## config.mk

```make
export PLATFORM = sky130hd
export DESIGN_NAME = sobel_stream_ctrl
export DESIGN_NICKNAME = d
export VERILOG_FILES = /design/src/rtl/sobel_pkg.sv /design/src/rtl/sobel_grad_core.sv /design/src/rtl/sobel_stream_ctrl.sv
export SDC_FILE = /design/constraint.sdc
export NUM_CORES = 1
export LEC_CHECK = 0
export BUFFER_PORTS_ARGS = -buffer_cell sky130_fd_sc_hd__buf_2
export CELL_PAD_IN_SITES_DETAIL_PLACEMENT = 0
export CELL_PAD_IN_SITES_GLOBAL_PLACEMENT = 2
export CORE_ASPECT_RATIO = 0.5
export CORE_MARGIN = 4
export CORE_UTILIZATION = 40
export CTS_CLUSTER_DIAMETER = 60
export DETAILED_ROUTE_END_ITERATION = 8
export PLACE_DENSITY = 0.79
export SLEW_MARGIN = 0
export SYNTH_ARGS = -nofsm -noshare
export SYNTH_HDL_FRONTEND = slang
export SYNTH_SLANG_ARGS = --single-unit
```

## constraint.sdc

```tcl
create_clock -name clk_i -period 8.7 [get_ports clk_i]
set_clock_uncertainty 0.1 [all_clocks]
set_input_delay 1.74 -clock clk_i [delete_from_list [all_inputs] [get_ports clk_i]]
set_output_delay 1.74 -clock clk_i [all_outputs]
set_load 0.02 [all_outputs]
```

## src/rtl/sobel_pkg.sv

```systemverilog
// Shared types and constants for the Sobel stream controller and its gradient core.
package sobel_pkg;

    typedef enum logic [2:0] {
        ST_IDLE  = 3'd0,
        ST_FILL  = 3'd1,
        ST_SLIDE = 3'd2,
        ST_EMIT  = 3'd3,
        ST_DONE  = 3'd4
    } state_t;

    localparam logic [1:0] MODE_SOBEL  = 2'b00;
    localparam logic [1:0] MODE_THRESH = 2'b01;
    localparam logic [1:0] MODE_BYPASS = 2'b10;

    localparam logic [3:0] FILL_SLOTS  = 4'd9;
    localparam logic [3:0] SLIDE_SLOTS = 4'd3;

endpackage

```

## src/rtl/sobel_grad_core.sv

```systemverilog
// Purely combinational 3x3 Sobel magnitude: |Gx|+|Gy| saturated to the pixel range.
module sobel_grad_core
    import sobel_pkg::*;
#(
    parameter int PIXEL_W = 8
) (
    input  logic [8:0][PIXEL_W-1:0] win_i,
    output logic [PIXEL_W-1:0]      mag_o
);

    localparam int GW = PIXEL_W + 4;
    localparam int MW = PIXEL_W + 5;

    function automatic logic signed [GW-1:0] ext(input logic [PIXEL_W-1:0] p);
        return $signed({4'b0000, p});
    endfunction

    function automatic logic [MW-1:0] abs_ext(input logic signed [GW-1:0] g);
        logic signed [GW-1:0] a;
        a = g[GW-1] ? -g : g;
        return {1'b0, a};
    endfunction

    function automatic logic [PIXEL_W-1:0] sat_pixel(input logic [MW-1:0] m);
        if (m[MW-1:PIXEL_W] != '0) return '1;
        return m[PIXEL_W-1:0];
    endfunction

    logic signed [GW-1:0] gx;
    logic signed [GW-1:0] gy;
    logic [MW-1:0]        mag_sum;

    // Doubling via arithmetic shift stays inside GW: worst case is 4*(2^PIXEL_W-1).
    assign gx = (ext(win_i[2]) + (ext(win_i[5]) <<< 1) + ext(win_i[8]))
              - (ext(win_i[0]) + (ext(win_i[3]) <<< 1) + ext(win_i[6]));
    assign gy = (ext(win_i[6]) + (ext(win_i[7]) <<< 1) + ext(win_i[8]))
              - (ext(win_i[0]) + (ext(win_i[1]) <<< 1) + ext(win_i[2]));

    assign mag_sum = abs_ext(gx) + abs_ext(gy);
    assign mag_o   = sat_pixel(mag_sum);

endmodule

```

## src/rtl/sobel_stream_ctrl.sv

```systemverilog
// Streams 3x3 windows from a serial pixel feed (full fill per strip, 3-pixel slides)
// and emits Sobel / threshold / bypass results with valid-ready handshaking.
module sobel_stream_ctrl
    import sobel_pkg::*;
#(
    parameter int PIXEL_W = 8,
    parameter int CNT_W   = 12
) (
    input  logic               clk_i,
    input  logic               nreset_i,
    input  logic               start_i,
    input  logic [CNT_W-1:0]   strip_len_i,
    input  logic [CNT_W-1:0]   strips_i,
    input  logic [1:0]         mode_i,
    input  logic [PIXEL_W-1:0] thresh_i,
    input  logic               px_valid_i,
    input  logic [PIXEL_W-1:0] px_i,
    output logic               in_ready_o,
    output logic               px_valid_o,
    output logic [PIXEL_W-1:0] px_o,
    input  logic               px_ready_i,
    output logic               frame_done_o
);

    function automatic logic [CNT_W-1:0] at_least_one(input logic [CNT_W-1:0] v);
        return (v == '0) ? CNT_W'(1) : v;
    endfunction

    state_t                    state;
    logic [3:0]                slot_cnt;
    logic [CNT_W-1:0]          win_cnt;
    logic [CNT_W-1:0]          strip_cnt;
    logic [CNT_W-1:0]          strip_len_q;
    logic [CNT_W-1:0]          strips_q;
    logic [8:0][PIXEL_W-1:0]   win;
    logic [PIXEL_W-1:0]        mag;
    logic [PIXEL_W-1:0]        result;
    logic                      active;
    logic                      accept;
    logic [CNT_W-1:0]          win_nxt;
    logic [CNT_W-1:0]          strip_nxt;

    // Ready is combinational on px_ready_i so a draining result frees the input the same cycle.
    assign active     = (state == ST_FILL) || (state == ST_SLIDE);
    assign in_ready_o = active && (!px_valid_o || px_ready_i);
    assign accept     = px_valid_i && in_ready_o;
    assign win_nxt    = win_cnt + 1'b1;
    assign strip_nxt  = strip_cnt + 1'b1;

    sobel_grad_core #(.PIXEL_W(PIXEL_W)) u_core (
        .win_i (win),
        .mag_o (mag)
    );

    always_comb begin
        result = mag;
        if ((mode_i & MODE_BYPASS) != 2'b00) begin
            result = win[4];
        end else if (mode_i == MODE_THRESH) begin
            result = (mag >= thresh_i) ? '1 : '0;
        end
    end

    always_ff @(posedge clk_i or negedge nreset_i) begin
        if (!nreset_i) begin
            state        <= ST_IDLE;
            slot_cnt     <= '0;
            win_cnt      <= '0;
            strip_cnt    <= '0;
            strip_len_q  <= '0;
            strips_q     <= '0;
            win          <= '0;
            px_valid_o   <= 1'b0;
            px_o         <= '0;
            frame_done_o <= 1'b0;
        end else begin
            frame_done_o <= 1'b0;
            // A pending result survives an abort; only the handshake or an EMIT reload touches it.
            if (px_valid_o && px_ready_i) begin
                px_valid_o <= 1'b0;
            end

            case (state)
                ST_IDLE: begin
                    if (start_i) begin
                        state       <= ST_FILL;
                        strip_len_q <= at_least_one(strip_len_i);
                        strips_q    <= at_least_one(strips_i);
                        slot_cnt    <= '0;
                        win_cnt     <= '0;
                        strip_cnt   <= '0;
                    end
                end

                ST_FILL: begin
                    if (!start_i) begin
                        state     <= ST_IDLE;
                        slot_cnt  <= '0;
                        win_cnt   <= '0;
                        strip_cnt <= '0;
                    end else if (accept) begin
                        win[slot_cnt] <= px_i;
                        if (slot_cnt == FILL_SLOTS - 4'd1) begin
                            slot_cnt <= '0;
                            state    <= ST_EMIT;
                        end else begin
                            slot_cnt <= slot_cnt + 4'd1;
                        end
                    end
                end

                ST_SLIDE: begin
                    if (!start_i) begin
                        state     <= ST_IDLE;
                        slot_cnt  <= '0;
                        win_cnt   <= '0;
                        strip_cnt <= '0;
                    end else if (accept) begin
                        if (slot_cnt == 4'd0) begin
                            win[2:0] <= win[5:3];
                            win[5:3] <= win[8:6];
                            win[6]   <= px_i;
                            slot_cnt <= 4'd1;
                        end else if (slot_cnt == 4'd1) begin
                            win[7]   <= px_i;
                            slot_cnt <= 4'd2;
                        end else begin
                            win[8] <= px_i;
                            if (slot_cnt == SLIDE_SLOTS - 4'd1) begin
                                slot_cnt <= '0;
                                state    <= ST_EMIT;
                            end
                        end
                    end
                end

                ST_EMIT: begin
                    if (!start_i) begin
                        state     <= ST_IDLE;
                        slot_cnt  <= '0;
                        win_cnt   <= '0;
                        strip_cnt <= '0;
                    end else begin
                        px_o       <= result;
                        px_valid_o <= 1'b1;
                        if (win_nxt == strip_len_q) begin
                            win_cnt   <= '0;
                            strip_cnt <= strip_nxt;
                            if (strip_nxt == strips_q) begin
                                state        <= ST_DONE;
                                frame_done_o <= 1'b1;
                            end else begin
                                state <= ST_FILL;
                            end
                        end else begin
                            win_cnt <= win_nxt;
                            state   <= ST_SLIDE;
                        end
                    end
                end

                ST_DONE: begin
                    if (!start_i) begin
                        state     <= ST_IDLE;
                        win_cnt   <= '0;
                        strip_cnt <= '0;
                    end
                end

                default: state <= ST_IDLE;
            endcase
        end
    end

endmodule

```

Yosys cells after proc, flatten, opt, wreduce, memory -nomap -nowiden
Index checks and enable logic that the tools add are counted.
- bits in latches: 0
- register bits after elaboration: 137
- output and inout port bits: 11
- logic and storage cells: 154
- input port bits: 47
- RAM bits: 0
- bits in read-only memories: 0
- memories: 0
- shifts and indexed selects: 0
- mux-type cells: 62
- $mul: 0
- bitwise operators: 0
- div/mod/pow operators: 0
- $add $sub $neg: 16
- reductions and logical operators: 25
- $lt $le $gt $ge: 3
- equality and inequality tests: 30
- operators with widths (cell ; number):
    two-way mux 72 bit ; 4
    case mux 72 bit (2 select lines) ; 1
    two-way mux 12 bit ; 10
    bitwise mux 72 bit ; 1
    case mux 12 bit (3 select lines) ; 2
    two-way mux 8 bit ; 8
    two-way mux 56 bit ; 1
    adder 12 x 9 -> 12 bit ; 4
    adder 8 x 9 -> 10 bit ; 4
    two-way mux 4 bit ; 10
    two-way mux 3 bit ; 13
    demux 8 bit (select 4 bit) ; 1
    adder 12 x 1 -> 12 bit (second input constant) ; 2
    equality test 12 bit ; 2
    zero test 12 bit ; 2
    negator 12 bit ; 2
    subtractor 12 bit ; 2
    inequality test 2 bit (second input constant) ; 10
    two-way mux 16 bit ; 1
    case mux 4 bit (4 select lines) ; 1
    inequality test 3 bit (second input constant) ; 5
    case mux 3 bit (5 select lines) ; 1
    AND reduction 7 bit ; 2
    adder 12 x 12 -> 13 bit ; 1
    30 further kinds ; 46

Depth between registers and ports, before layout
- depth in word-level cells: 13
- depth in mapped cells: 37
- gate-level depth less buffers: 35

Modules after synthesis
A second synthesis with hierarchy kept.
- cell total of the unflattened synthesis: 1273
- area, all modules: 11217.0 µm²
- modules (own cells, without submodules) (module ; cells each ; seq. area each (µm²) ; instances ; area an instance (µm²)):
    sobel_stream_ctrl ; 759 ; 3428.3 ; 1 ; 7267.0
    sobel_grad_core ; 514 ; 0.0 ; 1 ; 3950.0

Least setup slack after synthesis
Ideal clock, no wire load.
- path type: register -> register
- from: register win[49] (netlist bit)
- to: register px_o[3]
- arrival time: 7.738 ns
- path slack: 0.721 ns
- setup time: 0.141 ns
- stages on the path, launching flop included: 37
- buffers on the path: 1
- cells stage by stage: dfrtp_1 ha_1 fa_1 a21oi_1 nor2_1 nor2_1 o21bai_1 a21oi_1 xor2_1 fa_1 inv_1 fa_1 ha_1 nand3_1 nor2_1 a211o_1 o21a_1 o21ai_1 nand2_1 mux2_2 fa_1 a21oi_1 o21ai_0 a2111o_1 o2111ai_1 o41ai_1 and4_1 clkbuf_1 nor2b_1 ha_1 nand2b_1 a21o_1 a21o_1 a21oi_1 o22ai_1 nor2_1 a31oi_1
- word-level cells in the longest chain between the ends: 13
- elaborated cells on any way between the ends: 17
- classes of those cells: 8 x add/sub; 1 x order compare; 7 x mux; 1 x reduce/logical
- ends and longest elaborated chain (item ; RTL line ; source):
    from (decl) ; sobel_stream_ctrl.sv:35 ; logic [8:0][PIXEL_W-1:0] win;
    from (signal, indexed assignment) ; sobel_stream_ctrl.sv:102 ; win[slot_cnt] <= px_i;
    adder 8 x 9 -> 10 bit ; sobel_grad_core.sv:36 ; assign gy = (ext(win_i[6]) + (ext(win_i[7]) <<< 1) + ext(win_i[8]))
    adder 12 x 9 -> 12 bit ; sobel_grad_core.sv:36 ;
    subtractor 12 bit ; sobel_grad_core.sv:37 ; - (ext(win_i[0]) + (ext(win_i[1]) <<< 1) + ext(win_i[2]));
    negator 12 bit ; sobel_grad_core.sv:20 ; a = g[GW-1] ? -g : g;
    two-way mux 12 bit ; sobel_grad_core.sv:20 ;
    adder 12 x 12 -> 13 bit (*) ; sobel_grad_core.sv:39 ; assign mag_sum = abs_ext(gx) + abs_ext(gy);
    nonzero test 5 bit ; sobel_grad_core.sv:25 ; if (m[MW-1:PIXEL_W] != '0) return '1;
    two-way mux 1 bit ; sobel_grad_core.sv:25 ;
    two-way mux 8 bit (*) ; sobel_grad_core.sv:26 ; return m[PIXEL_W-1:0];
    greater-or-equal comparator 8 bit ; sobel_stream_ctrl.sv:60 ; result = (mag >= thresh_i) ? '1 : '0;
    two-way mux 8 bit ; sobel_stream_ctrl.sv:60 ;
    two-way mux 8 bit (*) ; sobel_stream_ctrl.sv:59 ; end else if (mode_i == MODE_THRESH) begin
    two-way mux 8 bit (*) ; sobel_stream_ctrl.sv:57 ; if ((mode_i & MODE_BYPASS) != 2'b00) begin
    to (signal assigned) ; sobel_stream_ctrl.sv:144 ; px_o <= result;
    to (decl) ; sobel_stream_ctrl.sv:20 ; output logic [PIXEL_W-1:0] px_o,
Mark *: on every way between the ends. The rest lies on a longest branch, timed or not.
A chain may end at the register's enable or synchronous reset.

Final worst setup path
- from: register win[1] (netlist bit)
- to: register px_o[7]
- word-level cells in the longest chain between the ends: 13
- elaborated cells on any way between the ends: 18
- classes of those cells: 9 x add/sub; 1 x order compare; 7 x mux; 1 x reduce/logical
- ends and longest elaborated chain (item ; RTL line):
    adder 8 x 9 -> 10 bit, on equally long branches ; sobel_grad_core.sv:35, sobel_grad_core.sv:37
    adder 12 x 9 -> 12 bit, on equally long branches ; sobel_grad_core.sv:35, sobel_grad_core.sv:37
    subtractor 12 bit, on equally long branches ; sobel_grad_core.sv:35, sobel_grad_core.sv:37
    negator 12 bit ; sobel_grad_core.sv:20
    two-way mux 12 bit ; sobel_grad_core.sv:20
    adder 12 x 12 -> 13 bit (*) ; sobel_grad_core.sv:39
    nonzero test 5 bit ; sobel_grad_core.sv:25
    two-way mux 1 bit ; sobel_grad_core.sv:25
    two-way mux 8 bit (*) ; sobel_grad_core.sv:26
    greater-or-equal comparator 8 bit ; sobel_stream_ctrl.sv:60
    two-way mux 8 bit ; sobel_stream_ctrl.sv:60
    two-way mux 8 bit (*) ; sobel_stream_ctrl.sv:59
    two-way mux 8 bit (*) ; sobel_stream_ctrl.sv:57
Marked as above.

==> results summary <==
The classification of the worst-slack hold path is reg -> reg. The via count of the routed design is 9,939. Registers take 0.003428 sq mm. The count of flip-flops with a built-in enable after synthesis came out at 0. The worst hold path terminates at win_cnt[8]. The worst endpoint required time is 8.90 ns. The number of top-level pins came out at 58. The initial antenna violation count is 0. The row count is 43.

The clock latency on the worst-skew pair is 0.43 ns. Dividing the detail-routed via count by the number of cells gives 5.762. The synthesized area divided by synthesized cell count came out at 8.798 sq um. Setup repair after global routing left no endpoint under its margin. The final sum of negative setup slack is 0 ns. In the global route stage, met1 resource usage came out at 31.85%. The via count of the first global-routing pass is 9,517. The largest fanout of any net on the critical path is 15. The setup slack of the worst register-to-register path came out at 0.47 ns. The synthesized instance count came out at 1,311.

The max-capacitance violation count came out at 0. On the critical path, the stage with the largest delay is an instance of sky130_fd_sc_hd__fa_1. The highest clock rate is 121.4 MHz. The flow ran to the end, and the final reports show no timing, DRC or antenna violations. For this block, the routed nets add up to 33,560 um of wire. Summing all multi-input logic gate instances after layout gives 0.007606 sq mm. The most frequently used flop master after synthesis is sky130_fd_sc_hd__dfrtp_1. The number of distinct standard cells referenced by the synthesized netlist is 76. The weighted congestion reported at the end of routability-driven placement is 0.8785. In this run the biggest area consumer among cell types represents 29.72% of the synthesized area. The total clock buffers created by CTS is 17. The layer with the highest usage after global routing is met2. The first global-routing pass estimated 53,350 um of wire. In this run the cell area of the synthesized design comes to 0.01153 sq mm. The met3 track utilization from global routing came out at 4.033%. sky130_fd_sc_hd__dfrtp_1 takes more of the synthesized area than any other cell. The TritonCTS sink count is 137. The worst register-to-register path has a depth of 32.

The share of synthesized registers carrying an async set or reset came out at 100.0%. The y dimension of the die is 128.1 um. Entering global routing, the biggest net connects 73 pins. Once the floorplan was initialized, standard cells occupied 41.15% of the core. From synthesis to final layout, the design area changed by 11.15%. Detailed placement ended at an HPWL of 25,210 um.

The setup path with the least slack is of type reg -> reg. The CTS tree is done. Counting along the longest clock path gives a buffer depth of 2.

The maximum cell stage delay along the critical path is 0.57 ns. Dividing the detail-routed wire length by the instance count gives 19.45 um. The share of layout cells above drive strength 1 is 13.33%. The total number of nets in the final design is 1,503. The worst hold path begins at win_cnt[8]. The nature of the critical path startpoint is a register. In the routed design, unresolved DRC markers number 0.

The die outline area is 0.03178 sq mm. The flip-flop and latch count after synthesis came out at 137. The number of H-tree branching levels is 4.

The number of inserted diodes came out at 0. The time the final worst path needs with I/O delays and setup came out at 8.234 ns. The overall overflow remaining after global route is 0. The overall track demand over capacity in global routing came out at 21.31%. The fill cell instance count of the final layout came out at 2,709. The total area inside the core boundary comes to 0.02803 sq mm. In this run the critical register-to-register path is launched from win[1]. The number of nets in the synthesized netlist is 1,481.

The first routing iteration left 681 violations. Leaving out fill and tap cells, the most frequent cell in the layout is sky130_fd_sc_hd__dfrtp_1. The length of the first detailed-routing pass in iterations is 5.

The count of endpoints failing setup in the final report is 0. The worst setup path is captured at a register. The total count of hold-check failures in the final report is 0.

In this run the remaining antenna-violating nets after routing total 0. The global routing usage on met2 is 32.53%. The number of cells on the worst hold path came out at 1.

The number of max-slew violations in the final report came out at 0. Measured along the x axis, the die boundary spans 248.1 um. Ranked by total cell area, the synthesized netlist is headed by sky130_fd_sc_hd__dfrtp_1 30%, sky130_fd_sc_hd__ha_1 9.3%, sky130_fd_sc_hd__fa_1 6.4%. STA puts the critical path data arrival time at 8.44 ns. During synthesis, Yosys emitted a total of 0 warnings. The final critical path takes up 94.64% of the cycle. In this run the critical register-to-register path is captured at px_o[7]. During placement, the flow inserted port buffers numbering 57. The worst slew slack as a fraction of its limit came out at 19.61%. The quantity of hold-fixing buffers added after cts came out at 0. The launch point of the worst path is win[1].

The cell chosen for the clock root is sky130_fd_sc_hd__clkbuf_16. The transition time at the pin with the least slew margin is 1.200 ns. The library cells used most frequently in the layout, excluding fill and tap cells, are 137 x sky130_fd_sc_hd__dfrtp_1, 120 x sky130_fd_sc_hd__a21oi_1, 115 x sky130_fd_sc_hd__nor2_1. The sequential area share after synthesis is 29.72%. The clock transition at the register clock pins on the worst setup and hold paths after CTS came out at 0.06 ns.
==> through the flow <==
stage | cells | cell area [sq um] | worst slack (ns) | hold slack [ns] | utilization, %
final | 1725 | 12820 | 0.4661 | 0.4297 | 45.73
after global routing | 1725 | 12820 | 0.04143 | 0.4505 | 45.73
after CTS | 1723 | 12700 | 0.09229 | 0.4310 | 45.32
after detailed placement | 1694 | 12100 | 0.1347 | 0.4152 | 43.15
after global placement | 1694 | 12100 | 0.3148 | 0.4071 | 43.15
after floorplan | 1311 | 11530 | 0.7208 | 0.3839 | -
==> cell families after synthesis <==
family	count (synthesis)	share of synthesized area, %
XOR/XNOR	90	6.954
AO/OA/AOI/OAI	402	22.20
adder cells (fa/ha/maj)	123	15.75
AND/OR/NAND/NOR	353	14.98
buffers and inverters	153	5.283
flip-flops	137	29.72
multiplexers	53	5.110
==> Yosys cell counts (all sizes together), types with 7 or more instances <==
library cell    n
nand3          40
buf            23
o21bai          9
mux2           47
a31oi          26
o22ai          59
nand4           9
nor2b          21
o21a           14
a211oi          8
and4            7
dfrtp         137
o31a            7
nor2          117
ha             86
nor3           19
fa             37
clkbuf         41
a21o           19
and3            8
a21oi         125
and2            9
inv            88
o211ai          7
xnor2          57
nand2b         12
nor4           12
nand2          77
o31ai           7
xor2           32
o21ai          58
==> timing repair <==
action                                 in CTS  in global routing
endpoints found under the hold margin       0                  0
gates resized for setup                     0                 24
setup endpoints to repair                   0                  8
buffers inserted                            0                  2
==> layout make-up <==
cell class | count | share of cell area (%)
clock inverter | 8 | 1.142
sequential | 137 | 26.74
multi-input combinational | 1021 | 59.33
timing repair buffer | 67 | 2.860
inverter | 89 | 2.606
tap | 382 | 3.728
clock buffer | 21 | 3.592
==> how the worst max path moves through the flow <==
stage | to | slack, ns | depth (start not counted)
2_1_floorplan | px_o[3] | 0.72 | 36
3_3_place_gp | px_o[3] | 0.31 | 31
3_5_place_dp | px_o[6] | 0.13 | 31
4_1_cts | px_o[6] | 0.09 | 31
5_1_grt | px_o[0] | 0.04 | 33
6_report | px_o[7] | 0.47 | 32
==> metal layers <==
layer  vias up  share of wire [%]
met5         -                  0
met4         0               0.97
met3        20                5.2
met2       231                 44
met1      4913                 50
li1       4775                  -
==> worst max-delay path: cells and delay by family (launching register included) <==
family | cells | cell delay (ns)
buffers and inverters | 1 | 0.22
adder cells (fa/ha/maj) | 7 | 2.73
AND/OR/NAND/NOR | 9 | 2.01
AO/OA/AOI/OAI | 13 | 2.20
flip-flops | 1 | 0.40
XOR/XNOR | 2 | 0.45
==> flip-flops by register name, indices dropped and copies added (netlist names) <==
| name | cells |
|---|---|
| slot_cnt | 4 |
| win | 72 |
| px_o | 8 |
| strip_len_q | 12 |
| win_cnt | 12 |
| px_valid_o | 1 |
| strips_q | 12 |
| frame_done_o | 1 |
| state | 3 |
| strip_cnt | 12 |
Power is left out: the tool's default activity adds up to more than one toggle a clock period on the data nets, which glitch-free logic cannot reach.
